--- src/rtl/uart_pkg.sv ---
// Shared types and defaults for the UART receive path.
// Parity reception is built in when UART_RX_PARITY_EN is defined.
package uart_pkg;

  typedef enum logic [2:0] {
    IDLE,
    START,
    DATA,
    PARITY,
    STOP,
    BREAK
  } state_e;

  localparam int DATA_BITS_DEF   = 8;
  localparam int OVERSAMPLE_DEF  = 16;
  localparam int SYNC_STAGES_DEF = 2;

  function automatic int sample_w(input int os);
    return $clog2(os);
  endfunction

  function automatic int bit_w(input int db);
    return $clog2(db + 1);
  endfunction

endpackage

--- src/rtl/uart_sync.sv ---
// Reset-to-one flop chain for asynchronous inputs (rx, later CTS).
// Idle-high lines read as idle straight out of reset.
module uart_sync #(
  parameter int STAGES = 2
) (
  input  logic clk_i,
  input  logic rst_ni,
  input  logic d_i,
  output logic q_o
);

  logic [STAGES-1:0] q_q;

  always_ff @(posedge clk_i or negedge rst_ni) begin
    if (!rst_ni) begin
      q_q <= '1;
    end else begin
      q_q[0] <= d_i;
      for (int i = 1; i < STAGES; i++) begin
        q_q[i] <= q_q[i-1];
      end
    end
  end

  assign q_o = q_q[STAGES-1];

endmodule

--- src/rtl/uart_rx_os16.sv ---
// 8N1 UART receiver on a 16x oversample enable, sticky rdy/ferr/overrun.
// Define UART_RX_PARITY_EN for 8E1 frames with a perr output.
module uart_rx_os16
  import uart_pkg::*;
#(
  parameter int DATA_BITS   = DATA_BITS_DEF,
  parameter int OVERSAMPLE  = OVERSAMPLE_DEF,
  parameter int SYNC_STAGES = SYNC_STAGES_DEF
) (
  input  logic                 clk_50m,
  input  logic                 rst_n,
  input  logic                 rxclk_en,
  input  logic                 rx,
  input  logic                 rdy_clr,
  output logic [DATA_BITS-1:0] data,
  output logic                 rdy,
  output logic                 ferr,
  output logic                 overrun
`ifdef UART_RX_PARITY_EN
  ,
  output logic                 perr
`endif
);

  localparam int SW = sample_w(OVERSAMPLE);
  localparam int BW = bit_w(DATA_BITS);
  localparam logic [SW-1:0] S_LAST = SW'(OVERSAMPLE - 1);
  localparam logic [SW-1:0] S_MID  = SW'(OVERSAMPLE / 2 - 1);
  localparam logic [BW-1:0] B_LAST = BW'(DATA_BITS - 1);

  logic rx_s;

  state_e               state_q, state_d;
  logic [SW-1:0]        sample_q, sample_d;
  logic [BW-1:0]        bit_q, bit_d;
  logic [DATA_BITS-1:0] shift_q, shift_d;
  logic [DATA_BITS-1:0] data_q, data_d;
  logic                 rdy_q, rdy_d;
  logic                 ferr_q, ferr_d;
  logic                 ovr_q, ovr_d;
`ifdef UART_RX_PARITY_EN
  logic                 par_q, par_d;
  logic                 perr_q, perr_d;
`endif

  uart_sync #(
    .STAGES(SYNC_STAGES)
  ) u_sync (
    .clk_i (clk_50m),
    .rst_ni(rst_n),
    .d_i   (rx),
    .q_o   (rx_s)
  );

  always_comb begin
    state_d  = state_q;
    sample_d = sample_q;
    bit_d    = bit_q;
    shift_d  = shift_q;
    data_d   = data_q;
    rdy_d    = rdy_q;
    ferr_d   = ferr_q;
    ovr_d    = ovr_q;
`ifdef UART_RX_PARITY_EN
    par_d    = par_q;
    perr_d   = perr_q;
`endif
    // Clear first so a same-cycle completion still raises rdy.
    if (rdy_clr) rdy_d = 1'b0;
    if (rxclk_en) begin
      unique case (state_q)
        IDLE: begin
          if (!rx_s) begin
            state_d  = START;
            sample_d = '0;
          end
        end
        START: begin
          if (rx_s) begin
            state_d = IDLE;
          end else if (sample_q == S_MID) begin
            sample_d = '0;
            bit_d    = '0;
            state_d  = DATA;
          end else begin
            sample_d = sample_q + 1'b1;
          end
        end
        DATA: begin
          if (sample_q == S_LAST) begin
            shift_d  = {rx_s, shift_q[DATA_BITS-1:1]};
            sample_d = '0;
            bit_d    = bit_q + 1'b1;
            if (bit_q == B_LAST) begin
`ifdef UART_RX_PARITY_EN
              state_d = PARITY;
`else
              state_d = STOP;
`endif
            end
          end else begin
            sample_d = sample_q + 1'b1;
          end
        end
`ifdef UART_RX_PARITY_EN
        PARITY: begin
          if (sample_q == S_LAST) begin
            par_d    = rx_s;
            sample_d = '0;
            state_d  = STOP;
          end else begin
            sample_d = sample_q + 1'b1;
          end
        end
`endif
        STOP: begin
          if (sample_q == S_LAST) begin
            sample_d = '0;
            if (rx_s) begin
              data_d  = shift_q;
              rdy_d   = 1'b1;
              ferr_d  = 1'b0;
              ovr_d   = ovr_q | rdy_q;
`ifdef UART_RX_PARITY_EN
              perr_d  = (^shift_q) ^ par_q;
`endif
              state_d = IDLE;
            end else begin
              ferr_d  = 1'b1;
              state_d = BREAK;
            end
          end else begin
            sample_d = sample_q + 1'b1;
          end
        end
        BREAK: begin
          if (rx_s) state_d = IDLE;
        end
        default: state_d = IDLE;
      endcase
    end
    if (rdy_clr) ovr_d = 1'b0;
  end

  always_ff @(posedge clk_50m or negedge rst_n) begin
    if (!rst_n) begin
      state_q  <= IDLE;
      sample_q <= '0;
      bit_q    <= '0;
      shift_q  <= '0;
      data_q   <= '0;
      rdy_q    <= 1'b0;
      ferr_q   <= 1'b0;
      ovr_q    <= 1'b0;
`ifdef UART_RX_PARITY_EN
      par_q    <= 1'b0;
      perr_q   <= 1'b0;
`endif
    end else begin
      state_q  <= state_d;
      sample_q <= sample_d;
      bit_q    <= bit_d;
      shift_q  <= shift_d;
      data_q   <= data_d;
      rdy_q    <= rdy_d;
      ferr_q   <= ferr_d;
      ovr_q    <= ovr_d;
`ifdef UART_RX_PARITY_EN
      par_q    <= par_d;
      perr_q   <= perr_d;
`endif
    end
  end

  assign data    = data_q;
  assign rdy     = rdy_q;
  assign ferr    = ferr_q;
  assign overrun = ovr_q;
`ifdef UART_RX_PARITY_EN
  assign perr    = perr_q;
`endif

endmodule

--- config.mk ---
export PLATFORM = sky130hd
export DESIGN_NAME = uart_rx_os16
export DESIGN_NICKNAME = d
export VERILOG_FILES = /design/src/rtl/uart_pkg.sv /design/src/rtl/uart_sync.sv /design/src/rtl/uart_rx_os16.sv
export SDC_FILE = /design/constraint.sdc
export NUM_CORES = 1
export LEC_CHECK = 0
export ABC_AREA = 1
export BUFFER_PORTS_ARGS = -buffer_cell sky130_fd_sc_hd__buf_2
export CORE_MARGIN = 5
export CORE_UTILIZATION = 61
export DETAILED_ROUTE_END_ITERATION = 10
export HOLD_SLACK_MARGIN = 0.02
export PLACE_DENSITY_LB_ADDON = 0.08
export SYNTH_ARGS = -nofsm -noshare
export SYNTH_HDL_FRONTEND = slang
export SYNTH_SLANG_ARGS = --single-unit
--- constraint.sdc ---
create_clock -name clk_50m -period 3.15 [get_ports clk_50m]
set_input_delay 0 -clock clk_50m [delete_from_list [all_inputs] [get_ports clk_50m]]
set_output_delay 0 -clock clk_50m [all_outputs]
set_load 0.1 [all_outputs]
# Word level (Yosys, flattened, before mapping)
# Cells that the tools add are included.
# Widths: inputs -> output; s select.
[word_totals]
ff_bits = 32
latch_bits = 0
mem_bits_rw = 0
rom_bits = 0
input_bits = 5
out_inout_bits = 11
wordCells = 71
mem_count = 0
[op_classes]
n_addsub = 2
n_mul = 0
n_div = 0
n_lt_le_gt_ge = 0
eq_ne = 15
shifts = 0
muxes = 29
bitwise_logic = 1
n_reduce_logical = 15
[op_table]
columns = ["cell", "n"]
rows = [
  ["$mux 4", 7],
  ["$mux 3", 8],
  ["$pmux 3 s5", 1],
  ["$ne 2x2->1 const B", 6],
  ["$pmux 4 s3", 1],
  ["$reduce_and 4->1", 3],
  ["$mux 1", 11],
  ["$reduce_bool 2->1", 5],
  ["$add 4x1->4 const B", 2],
  ["$eq 4x3->1 const B", 2],
  ["$pmux 4 s2", 1],
  ["$reduce_and 7->1", 1],
  ["$eq 3x3->1 const B", 2],
  ["$reduce_and 3->1", 2],
  ["$reduce_and 5->1", 1],
  ["$eq 4x4->1 const B", 1],
  ["$eq 3x1->1 const B", 1],
  ["$eq 3x2->1 const B", 1],
  ["$logic_not 3->1", 1],
  ["$ne 3x2->1 const B", 1],
  ["$reduce_bool 3->1", 1],
  ["$ne 2x1->1 const B", 1],
  ["$reduce_or 2->1", 1],
  ["$or 1x1->1", 1],
]

# Longest topological paths before layout
# Gate-level depths: netlist of run 1.
[logic_depth]
word_depth = 6
ltp_mapped = 10
mapped_depth_nobuf = 10

# By module
# Synthesis of run 1 repeated with hierarchy kept, for this count alone.
[unflattened]
hier_cells = 207
area_unflattened_um2 = 1651.6
[by_module_without_submodules]
columns = ["mod", "n_inst", "cells_each", "area_per_inst_um2", "seq_area_each_um2"]
rows = [
  ["uart_rx_os16", 1, 205, 1599.0, 750.7],
  ["uart_sync", 1, 2, 52.6, 52.6],
]

# Worst setup path after synthesis of run 1
# No wires, ideal clock.
[synth_path]
path_type = "register -> register"
start = "register sample_q[0]"
end = "register data_q[6] (netlist: data[6])"
setup_time_ps = 122
arrival_ps = 1364
t_required_ps = 3028
setup_slack_ps = 1663
stages_incl_launch_ff = 10
n_path_buf = 1
synth_period_minus_slack_ps = 1487
path_cell_list = "dfrtp_1 > ha_1 > nand3_2 > nor2_4 > nand2_2 > nor2_4 > inv_2 > buf_6 > nand2_1 > o21ai_2"
[synth_between]
elab_chain_len = 2
[synth_lines]
columns = ["item", "line_no", "text"]
rows = [
  ["from (decl)", "uart_rx_os16.sv:34", "logic [SW-1:0] sample_q, sample_d;"],
  ["from (signal assigned)", "uart_rx_os16.sv:161", "sample_q <= sample_d;"],
  ["$eq 4x4->1", "uart_rx_os16.sv:117", "if (sample_q == S_LAST) begin"],
  ["$reduce_and 4->1 (no line)", "n/a", ""],
  ["to (signal assigned)", "uart_rx_os16.sv:164", "data_q <= data_d;"],
  ["to (decl)", "uart_rx_os16.sv:37", "logic [DATA_BITS-1:0] data_q, data_d;"],
]
# Every way passes these cells.
# A chain may end at the register's enable or synchronous reset.

# Final worst setup path of run 1
[layout_path]
start = "register sample_q[0]"
end = "register bit_q[0]"
[layout_between]
elab_chain_len = 3
word_cells_on_any_way = 5
cone_classes = "eq/ne: 4; reduce/logical: 1"
[layout_lines]
columns = ["item", "line_no", "text"]
rows = [
  ["$eq 4x3->1 / $eq 4x4->1 (equally long branches)", "uart_rx_os16.sv:81, uart_rx_os16.sv:90", ""],
  ["$ne 2x2->1 (no line)", "n/a", ""],
  ["$reduce_and 5->1 (no line) (*)", "n/a", ""],
  ["to (signal assigned)", "uart_rx_os16.sv:162", "bit_q <= bit_d;"],
  ["to (decl)", "uart_rx_os16.sv:35", "logic [BW-1:0] bit_q, bit_d;"],
]
# Mark *: on every way between the ends. The rest lies on a longest branch, timed or not.

==> qor.yml, run 1 <==
routing:
  post_drt_wl_per_cell_um: 12.9
  drtIter0Drc: 57
  drt_wl_total_um: 3200
  vias: 1306
  vias_per_cell: 5.29
  drtAntennaViolNets: 0
  dr.pass1.iters: 4
  drc_errors: 0
critical_path:
  cp_common_cell: "nand2_1"
  r2r-end: "bit_q[0]$_DFFE_PN0P_"
  crit_end: "bit_q[0]$_DFFE_PN0P_"
  path_max_fanout: 17
  critPathKind: "register to register"
  cp_num_buf_inv: 0
  cp_top_family: "simple AND/OR/NAND/NOR gates"
  critPathArrivalTime_ns: 1.97
  rrSetupSlack_ns: 1.47
  r2r-start: "sample_q[0]$_DFFE_PN0P_"
  slowest_delay_ns: 0.43
  cp_num_cells: 6
  endpoint_kind: "register"
  required_ns: 3.44
  crit_path_top_delay_cell: "dfrtp_1"
  cp_cell_sequence: "ha_1 -> nand3_2 -> nor2_4 -> nand2_1 -> or2_1 -> nand2_1"
  reg2reg_depth: 6
  cp-start-kind: "register"
  startpoint: "sample_q[0]$_DFFE_PN0P_"
logic_synthesis:
  avgSynthCellArea_um2: 8.13
  synth_seq_area_share_pct: 51.2
  synthCells: 193
  synth.top_cell.area_share_pct: 47.8
  ys_warn_count: 0
  synth_edf_count: 0
  yosysTopAreaCell: "dfrtp_1"
  synth_seq_cells: 32
  ys_types: 21
  syn_area_um2: 1570
  ys_top_cells_by_area: "dfrtp_1, nand2_1, nand3_1, inv_1, o21ai_2"
  async_reset_ff_share_pct: 100
  synthFlopType: "dfrtp_1"
  syn-num-nets: 200
pwr:
  p_sw_mw: 0.272
  pwr-share-comb_pct: 16.5
  p_leak_nw: 0.937
  powerDensity_nw_per_um2: 524
  seqPwrFrac_pct: 50.0
  power.internal_mw: 0.653
  ir_drop_v: 0.000411
  p_sw_share_pct: 29.4
  pwr-share-clk_pct: 33.4
timing:
  worstMarginPinSlew_ns: 0.692
  rsz0062_at_grt: "no"
  setup_viol: 0
  fin_worst_skew_ns: 0.0170
  fin_crit_sh_pct: 53.3
  hold_viol: 0
  final.min_clock_period_ns: 1.68
  max_slew_margin_pct: 53.9
  tns_ns: 0
  fmax_mhz: 596
  slew_violations: 0
run:
  cap_violations: 0
placement:
  placed_area_um2: 1660
  dp_hpwl_um: 2220
  io_buffers: 15
  gp_congestion: 0.913
clocking:
  hold_buffers: 3
  clock-root-buffer: "clkbuf_4"
  clk_path_buf_depth: 2
  cts_tree: "done"
  clk_pin_slew_ns: 0.11
  post_cts_buffers: 0
  numClockSinks: 32
  numCtsBuffers: 5
  htree_levels: 2
  clk_latency_ns: 0.34
  cts_resized: 0
floorplan:
  die_y_um: 60.7
  core_area_um2: 2480
  dieArea_um2: 3690
  ioPinCount: 16
  initial_core_util_pct: 63.3
  die_x_um: 60.7
  num_rows: 18
grt:
  antenna_found_initial: 0
  grt_pass1_wl_um: 5500
  grt_max_degree: 33
  grt_use_total_pct: 20.5
  grt_overflow_total: 0
  grt_pass1_vias: 1289
finish:
  drive_above_1_share_pct: 17.1
  final_common_cell: "nand2_1"
  syn_to_final_growth_pct: 12.5
  fin_util_pct: 71.3
  design_area_um2: 1770
  n_antenna_cell: 0
  final_cell_mix: "nand2_1, dfrtp_1, inv_1, nand3_1, buf_2"
  nNetsFinal: 223
min_path:
  worstHoldPathCells: 5
  min_path_type: "input pin to register"
run_status:
  outcome: "finished clean"
worst reg2reg max path, stage by stage (launching register included):
cell     delay, ns
dfrtp_1       0.43
ha_1          0.25
nand3_2       0.17
nor2_4        0.15
nand2_1       0.27
or2_1         0.31
nand2_1       0.06
synth_stat cells, types with 2 or more instances:
cell	count
buf_6	2
o21ai_2	7
nand2_1	71
o21ai_0	11
o21a_1	3
a21oi_1	2
inv_1	20
nand3_1	19
ha_1	2
dfrtp_1	30
xor2_1	2
nor2_4	2
nor2_1	13
dfstp_2	2
registers in the layout, indices dropped and copies added (netlist names):
register and count:
u_sync.q_q 2, state_q 3, rdy 1, data 8, bit_q 4, sample_q 4, ferr 1, overrun 1
shift_q 8
per-layer routing:
layer	wire, um	up-vias	share of wire, %	global-route usage [%]
li1	-	654	-	-
met4	59	0	1.8	9.91
met3	197	6	6.2	4.26
met2	1490	42	47	33.3
met5	0	-	0	0
met1	1450	604	45	26.1
through the flow:
step / power, mW / hold WS, ns / setup WS (ns) / cells
after floorplan: 0.577 / -0.296 / 1.66 / 193
after global placement: 0.609 / 0.0717 / 1.58 / 236
after detailed placement: 0.618 / 0.0842 / 1.47 / 236
after CTS: 0.926 / 0.0557 / 1.47 / 247
after global routing: 0.975 / 0.0870 / 1.30 / 247
final: 0.925 / 0.0648 / 1.47 / 247
power groups by stage:
stage	Clock, mW	Sequential, mW	Combinational [mW]
after detailed placement	0	0.470	0.147
after floorplan	0	0.464	0.113
after global placement	0	0.467	0.142
after global routing	0.329	0.469	0.178
final	0.309	0.463	0.153
after CTS	0.311	0.463	0.152
final cells by class:
class	instances	area (um^2)
Sequential cell	32	803
Fill cell	198	712
Multi-Input combinational cell	138	664
Timing Repair Buffer	18	105
Inverter	21	78.8
Clock buffer	6	41.3
Tap cell	30	37.5
Clock inverter	2	35.0
cell families after synthesis:
family | Yosys count | share of synthesized area [%]
AND/OR/NAND/NOR | 111 | 30.1
flip-flops | 32 | 51.2
AO/OA/AOI/OAI | 23 | 9.49
buffers and inverters | 23 | 6.46
XOR/XNOR | 2 | 1.12
adder cells (fa/ha/maj) | 2 | 1.59
how the worst min path moves through the flow:
stage / from / endpoint / slack [ns]
floorplan: rst_n / bit_q[0]$_DFFE_PN0P_ / -0.30
global placement: rst_n / sample_q[0]$_DFFE_PN0P_ / 0.07
detailed placement: rst_n / sample_q[2]$_DFFE_PN0P_ / 0.08
CTS: rxclk_en / state_q[2]$_DFFE_PN0P_ / 0.06
global route: rxclk_en / state_q[2]$_DFFE_PN0P_ / 0.09
finish: rxclk_en / state_q[2]$_DFFE_PN0P_ / 0.06
No activity file was read; power rests on OpenSTA's default activity.
==> inputs of run 2 (changes only) <==
- ABC_AREA: 1 -> 0
- CORE_UTILIZATION: 61 -> 51
- clock period: 3.15 -> 1.4 ns (I/O delays scaled with it)
==> run 2 against run 1 <==
The run now ends with setup timing left. First-iteration DRC count rose by 23%. Critical endpoint unchanged. Fmax down 2.1%. Clock power up 83%. Highest routed layer unchanged.
==> qor.yml, run 2 <==
routing:
  vias: 1155  # was 1306
  post_drt_wl_per_cell_um: 16.5  # was 12.9 um
  drtAntennaViolNets: 0  # unchanged
  dr.pass1.iters: 4  # unchanged
  drc_errors: 0  # unchanged
  drtIter0Drc: 70  # was 57
  vias_per_cell: 5.55  # was 5.29
  drt_wl_total_um: 3420  # was 3200 um
grt:
  grt_pass1_vias: 1232  # was 1289
  grt_pass1_wl_um: 5730  # was 5500 um
  grt_max_degree: 33  # unchanged
  antenna_found_initial: 0  # unchanged
  grt_overflow_total: 0  # unchanged
  grt_use_total_pct: 17.7  # was 20.5%
logic_synthesis:
  syn-num-nets: 129  # was 200
  ys_top_cells_by_area: "dfrtp_1, mux2_2, a2111oi_4, dfstp_2, o21ai_0"  # was dfrtp_1, nand2_1, nand3_1, inv_1, o21ai_2
  synthMostInstantiatedCell: "dfrtp_1"  # was nand2_1
  synthFlopType: "dfrtp_1"  # unchanged
  ys_types: 42  # was 21
  synth_seq_area_share_pct: 53.4  # was 51.2%
  async_reset_ff_share_pct: 100  # unchanged
  ys_warn_count: 0  # unchanged
  syn_area_um2: 1510  # was 1570 um^2
  synthCells: 122  # was 193
  synth.top_cell.area_share_pct: 49.9  # was 47.8%
  synth_seq_cells: 32  # unchanged
  synth_commonest_cells: "dfrtp_1, mux2_2, o21ai_0"  # was nand2_1, dfrtp_1, inv_1
  synth_edf_count: 0  # unchanged
  avgSynthCellArea_um2: 12.3  # was 8.13 um^2
  yosysTopAreaCell: "dfrtp_1"  # unchanged
placement:
  dp_hpwl_um: 2320  # was 2220 um
  io_buffers: 15  # unchanged
  place_ws_ns: -0.269  # was 1.47 ns
  gp_congestion: 0.811  # was 0.913
timing:
  rsz0062_at_grt: "yes"  # was no
  slew_violations: 0  # unchanged
  fmax_mhz: 583  # was 596 MHz
  max_slew_margin_pct: 53.7  # was 53.9%
  worstMarginPinSlew_ns: 0.695  # was 0.692 ns
  hold_viol: 0  # unchanged
  fin_worst_skew_ns: 0.0129  # was 0.0170 ns
  layout_setup_ws_ns: -0.315  # was 1.47 ns
  setup_viol: 30  # was 0
  final.min_clock_period_ns: 1.71  # was 1.68 ns
  fin_crit_sh_pct: 122  # was 53.3%
floorplan:
  ioPinCount: 16  # unchanged
  die_x_um: 64.3  # was 60.7 um
  dieArea_um2: 4140  # was 3690 um^2
  num_rows: 19  # was 18
  core_area_um2: 2780  # was 2480 um^2
  initial_core_util_pct: 54.1  # was 63.3%
  die_y_um: 64.3  # was 60.7 um
pwr:
  ir_drop_v: 0.00111  # was 0.000411 V
  power_mw: 2.13  # was 0.925 mW
  powerDensity_nw_per_um2: 999  # was 524 nW/um^2
  p_leak_nw: 1.02  # was 0.937 nW
finish:
  syn_to_final_growth_pct: 41.4  # was 12.5%
  n_antenna_cell: 0  # unchanged
  nNetsFinal: 183  # was 223
  drive_above_1_share_pct: 58.2  # was 17.1%
  final_cell_mix: "dfrtp_1, buf_4, buf_2, mux2_4, mux2_2"  # was nand2_1, dfrtp_1, inv_1, nand3_1, buf_2
  final_common_cell: "dfrtp_1"  # was nand2_1
  fin_util_pct: 76.5  # was 71.3%
  fill_cells: 178  # was 198
  multi_input_area_um2: 825  # was 664 um^2
  ff_latch_area_um2: 805  # was 803 um^2
run:
  cap_violations: 0  # unchanged
clocking:
  htree_levels: 2  # unchanged
  clk_latency_ns: 0.34  # about the same
  cts_tree: "done"  # unchanged
  clock-root-buffer: "clkbuf_4"  # unchanged
  numClockSinks: 32  # unchanged
  clk_pin_slew_ns: 0.11  # about the same
  numCtsBuffers: 5  # unchanged
  clk_path_buf_depth: 2  # unchanged
min_path:
  min_path_type: "input pin to register"  # unchanged
critical_path:
  cp-start-kind: "register"  # unchanged
  endpoint_kind: "register"  # unchanged
  required_ns: 1.63  # was 3.44 ns
  critPathArrivalTime_ns: 1.95  # was 1.97 ns
  path_max_fanout: 3  # was 17
  critPathKind: "register to register"  # unchanged
run_status:
  failed_checks: "setup timing"
  outcome: "finished with violations"  # was finished clean
run 2: per-layer routing:
metal  track usage (%)  wire (um)  vias up
li1                  -          -      552
met2              28.2       1800       22
met5                 0          0        -
met3              4.90        128        6
met1              22.1       1430      575
met4              7.89         64        0
run 2: final timing paths:
| path | from | to | slack [ns] | cells past startpoint |
|---|---|---|---|---|
| worst max-delay path | state_q[1]$_DFFE_PN0P_ | bit_q[0]$_DFFE_PN0P_ | -0.31 | 3 |
| max in group asynchronous | rst_n | state_q[2]$_DFFE_PN0P_ | 0.68 | 2 |
| worst min register to register | u_sync.q_q[0]$_DFF_PN1_ | u_sync.q_q[1]$_DFF_PN1_ | 0.36 | 0 |
| worst max register to register | state_q[1]$_DFFE_PN0P_ | bit_q[0]$_DFFE_PN0P_ | -0.31 | 3 |
| worst min-delay path | rxclk_en | sample_q[2]$_DFFE_PN0P_ | 0.14 | 5 |
| min in group asynchronous | rst_n | shift_q[7]$_DFFE_PN0P_ | 0.23 | 2 |
run 2: final cells by class:
class | instances | area share, %
Multi-Input combinational cell | 82 | 38.7
Sequential cell | 32 | 37.8
Inverter | 5 | 0.882
Clock buffer | 6 | 2.41
Clock inverter | 2 | 0.470
Tap cell | 31 | 1.82
Timing Repair Buffer | 50 | 17.9
run 2: critical path, stage by stage (launching register included):
cell and delay, ns:
dfrtp_1 0.43, or4b_4 0.58, a211o_2 0.33, mux2_4 0.26
run 2: timing repair:
item                                    CTS  global route
endpoints found under the setup margin   30            30
hold endpoints to repair                 33             0
setup buffers                             1             6
resized for setup                         5            16
hold buffers                              3             0
pin swaps                                 1             8
cloned                                    0             1
run 2: power breakdown:
part	internal (mW)	total (mW)	leakage (nW)	switching, mW
logic	0.261	0.511	0.552	0.249
registers	0.984	1.05	0.434	0.0654
clock network	0.239	0.566	0.0380	0.327
total	1.48	2.13	1.02	0.642
run 2: stage by stage:
stage / area (um^2) / hold WS, ns / std cells / setup TNS [ns]
floorplan: 1630 / -0.296 / 122 / -3.46
global placement: 1910 / 0.0742 / 190 / -4.82
detailed placement: 1910 / 0.0865 / 190 / -5.65
CTS: 2030 / 0.125 / 202 / -6.39
global route: 2130 / 0.161 / 208 / -8.15
finish: 2130 / 0.144 / 208 / -6.68
run 2: kinds of logic (layout without fill, tap and decap cells):
family	Yosys count	in the layout	share of synthesized area, %
xor+xnor	4	4	2.33
buf+inv	9	63	2.91
fa+ha+maj	2	2	1.66
mux	18	18	13.4
compound gates	22	22	12.6
simple gates	35	36	13.7
flops	32	32	53.4
==> inputs of run 3 (changes only) <==
- SETUP_SLACK_MARGIN: unset -> 0.05
==> run 3 against run 2 <==
Hold slack got worse by 0.066 ns. Worst setup slack better by 0.045 ns. Register-to-register slack gained 0.05 ns. Critical path type unchanged. The run still ends with setup timing left. Via count decreased by 0.78%. Count of clock-buffer cells in the layout unchanged. Non-clock buffer count fell by 4.
==> qor.yml, run 3 (synthesized netlist as in run 2, its figures left out) <==
min_path:
  worstHoldPathCells: 4  # was 5
  min_path_type: "input pin to register"  # unchanged
  hold_path.startpoint: "rxclk_en"  # unchanged
  hold_path_end: "sample_q[2]$_DFFE_PN0P_"  # unchanged
critical_path:
  reg2reg_depth: 3  # unchanged
  required_ns: 1.62  # was 1.63 ns
  cp_cell_sequence: "or4b_4 -> a211o_2 -> mux2_4"  # unchanged
  path_max_fanout: 3  # unchanged
  r2r-start: "state_q[1]$_DFFE_PN0P_"  # unchanged
  critPathArrivalTime_ns: 1.89  # was 1.95 ns
  cp-start-kind: "register"  # unchanged
  startpoint: "state_q[1]$_DFFE_PN0P_"  # unchanged
  slowest_delay_ns: 0.57  # was 0.58 ns
  rrSetupSlack_ns: -0.27  # was -0.31 ns
  endpoint_kind: "register"  # unchanged
  crit_path_top_delay_cell: "or4b_4"  # unchanged
  critPathKind: "register to register"  # unchanged
  r2r-end: "bit_q[0]$_DFFE_PN0P_"  # unchanged
run:
  cap_violations: 0  # unchanged
finish:
  multi_input_area_um2: 842  # was 825 um^2
  design_area_um2: 2130  # about the same
  fin_util_pct: 76.5  # about the same
  syn_to_final_growth_pct: 41.3  # was 41.4%
  nNetsFinal: 179  # was 183
  drive_above_1_share_pct: 57.2  # was 58.2%
  fill_cells: 189  # was 178
  ff_latch_area_um2: 805  # unchanged
  n_antenna_cell: 0  # unchanged
  final_cell_mix: "dfrtp_1, buf_4, buf_2, mux2_4, mux2_2"  # unchanged
  final_common_cell: "dfrtp_1"  # unchanged
routing:
  drtAntennaViolNets: 0  # unchanged
  drtIter0Drc: 61  # was 70
  drc_errors: 0  # unchanged
  vias_per_cell: 5.62  # was 5.55
  vias: 1146  # was 1155
  drt_wl_total_um: 3410  # was 3420 um
  dr.pass1.iters: 4  # unchanged
  post_drt_wl_per_cell_um: 16.7  # was 16.5 um
floorplan:
  initial_core_util_pct: 54.1  # unchanged
  ioPinCount: 16  # unchanged
  core_area_um2: 2780  # unchanged
  num_rows: 19  # unchanged
  die_y_um: 64.3  # unchanged
  dieArea_um2: 4140  # unchanged
  die_x_um: 64.3  # unchanged
grt:
  grt_busiest_layer: "met2"  # unchanged
  antenna_found_initial: 0  # unchanged
  grt_pass1_wl_um: 5800  # was 5730 um
  grt_max_degree: 33  # unchanged
  grt_use_met2_pct: 29.4  # was 28.2%
  grt_pass1_vias: 1200  # was 1232
  gr-usage-met3_pct: 5.43  # was 4.90%
  grt_overflow_total: 0  # unchanged
  use_met1_pct: 22.5  # was 22.1%
  grt_use_total_pct: 18.1  # was 17.7%
clocking:
  clock-root-buffer: "clkbuf_4"  # unchanged
  clk_path_buf_depth: 2  # unchanged
  clk_pin_slew_ns: 0.10  # was 0.11 ns
  numCtsBuffers: 5  # unchanged
  cts_tree: "done"  # unchanged
  numClockSinks: 32  # unchanged
  htree_levels: 2  # unchanged
  clk_latency_ns: 0.33  # was 0.34 ns
timing:
  fmax_mhz: 599  # was 583 MHz
  fin_crit_sh_pct: 119  # was 122%
  fin_worst_skew_ns: 0.00543  # was 0.0129 ns
  final.min_clock_period_ns: 1.67  # was 1.71 ns
  slew_violations: 0  # unchanged
  max_slew_margin_pct: 54.5  # was 53.7%
  setup_viol: 29  # was 30
  worstMarginPinSlew_ns: 0.682  # was 0.695 ns
  layout_setup_ws_ns: -0.270  # was -0.315 ns
  hold_viol: 0  # unchanged
  rsz0062_at_grt: "yes"  # unchanged
placement:
  gp_congestion: 0.831  # was 0.811
  dp_hpwl_um: 2400  # was 2320 um
  io_buffers: 15  # unchanged
  placed_area_um2: 1930  # was 1910 um^2
run_status:
  outcome: "finished with violations"  # unchanged
  failed_checks: "setup timing"  # unchanged
pwr:
  powerDensity_nw_per_um2: 1060  # was 999 nW/um^2
  p_leak_nw: 1.02  # about the same
  ir_drop_v: 0.000950  # was 0.00111 V
==> run 3: per-stage QoR <==
step           cells  setup WS, ns  hold WS [ns]  power [mW]  TNS [ns]
6_report         204        -0.270        0.0777        2.25     -5.81
5_1_grt          204        -0.296        0.0736        2.37     -7.36
4_1_cts          204        -0.262        0.0571        2.25     -5.92
3_5_place_dp     191        -0.246        0.0720        1.53     -5.34
3_3_place_gp     191        -0.217        0.0701        1.50     -4.41
2_1_floorplan    122        -0.285        -0.296        1.38     -3.48
==> run 3: worst max-delay path by stage <==
| stage | end | cells past startpoint |
|---|---|---|
| finish | bit_q[0]$_DFFE_PN0P_ | 3 |
| floorplan | bit_q[0]$_DFFE_PN0P_ | 4 |
| CTS | bit_q[0]$_DFFE_PN0P_ | 3 |
| detailed placement | bit_q[0]$_DFFE_PN0P_ | 3 |
| global route | bit_q[3]$_DFFE_PN0P_ | 4 |
| global placement | bit_q[0]$_DFFE_PN0P_ | 3 |
==> run 3: critical path: cells and delay by family, from the launching register on <==
kind / cells / cell delay [ns]
compound gates: 1 / 0.33
flops: 1 / 0.41
mux: 1 / 0.26
simple gates: 1 / 0.57
==> run 3: timing repair <==
item	4_1_cts	5_1_grt
hold endpoints to repair	33	0
resized for setup	10	9
setup endpoints to repair	30	30
buffers inserted	1	1
gates cloned	1	0
pin swaps	6	3
hold buffers	3	0
==> run 3: layer usage <==
metal | wire length [um] | part of all wire [%]
met1 | 1520 | 45
met2 | 1700 | 50
met3 | 126 | 3.7
met4 | 55 | 1.6
met5 | 0 | 0
==> run 3: layout make-up <==
| class | instances | share of cell area (%) |
|---|---|---|
| timing repair buffer | 46 | 16.3 |
| multi-input combinational | 82 | 39.6 |
| clock buffer | 6 | 1.94 |
| clock inverter | 2 | 1.65 |
| sequential | 32 | 37.8 |
| inverter | 5 | 0.882 |
| tap | 31 | 1.82 |
==> run 3: report_power, final <==
part           switching, mW  internal [mW]
Clock                  0.303          0.374
Combinational          0.255          0.268
Sequential            0.0623          0.984
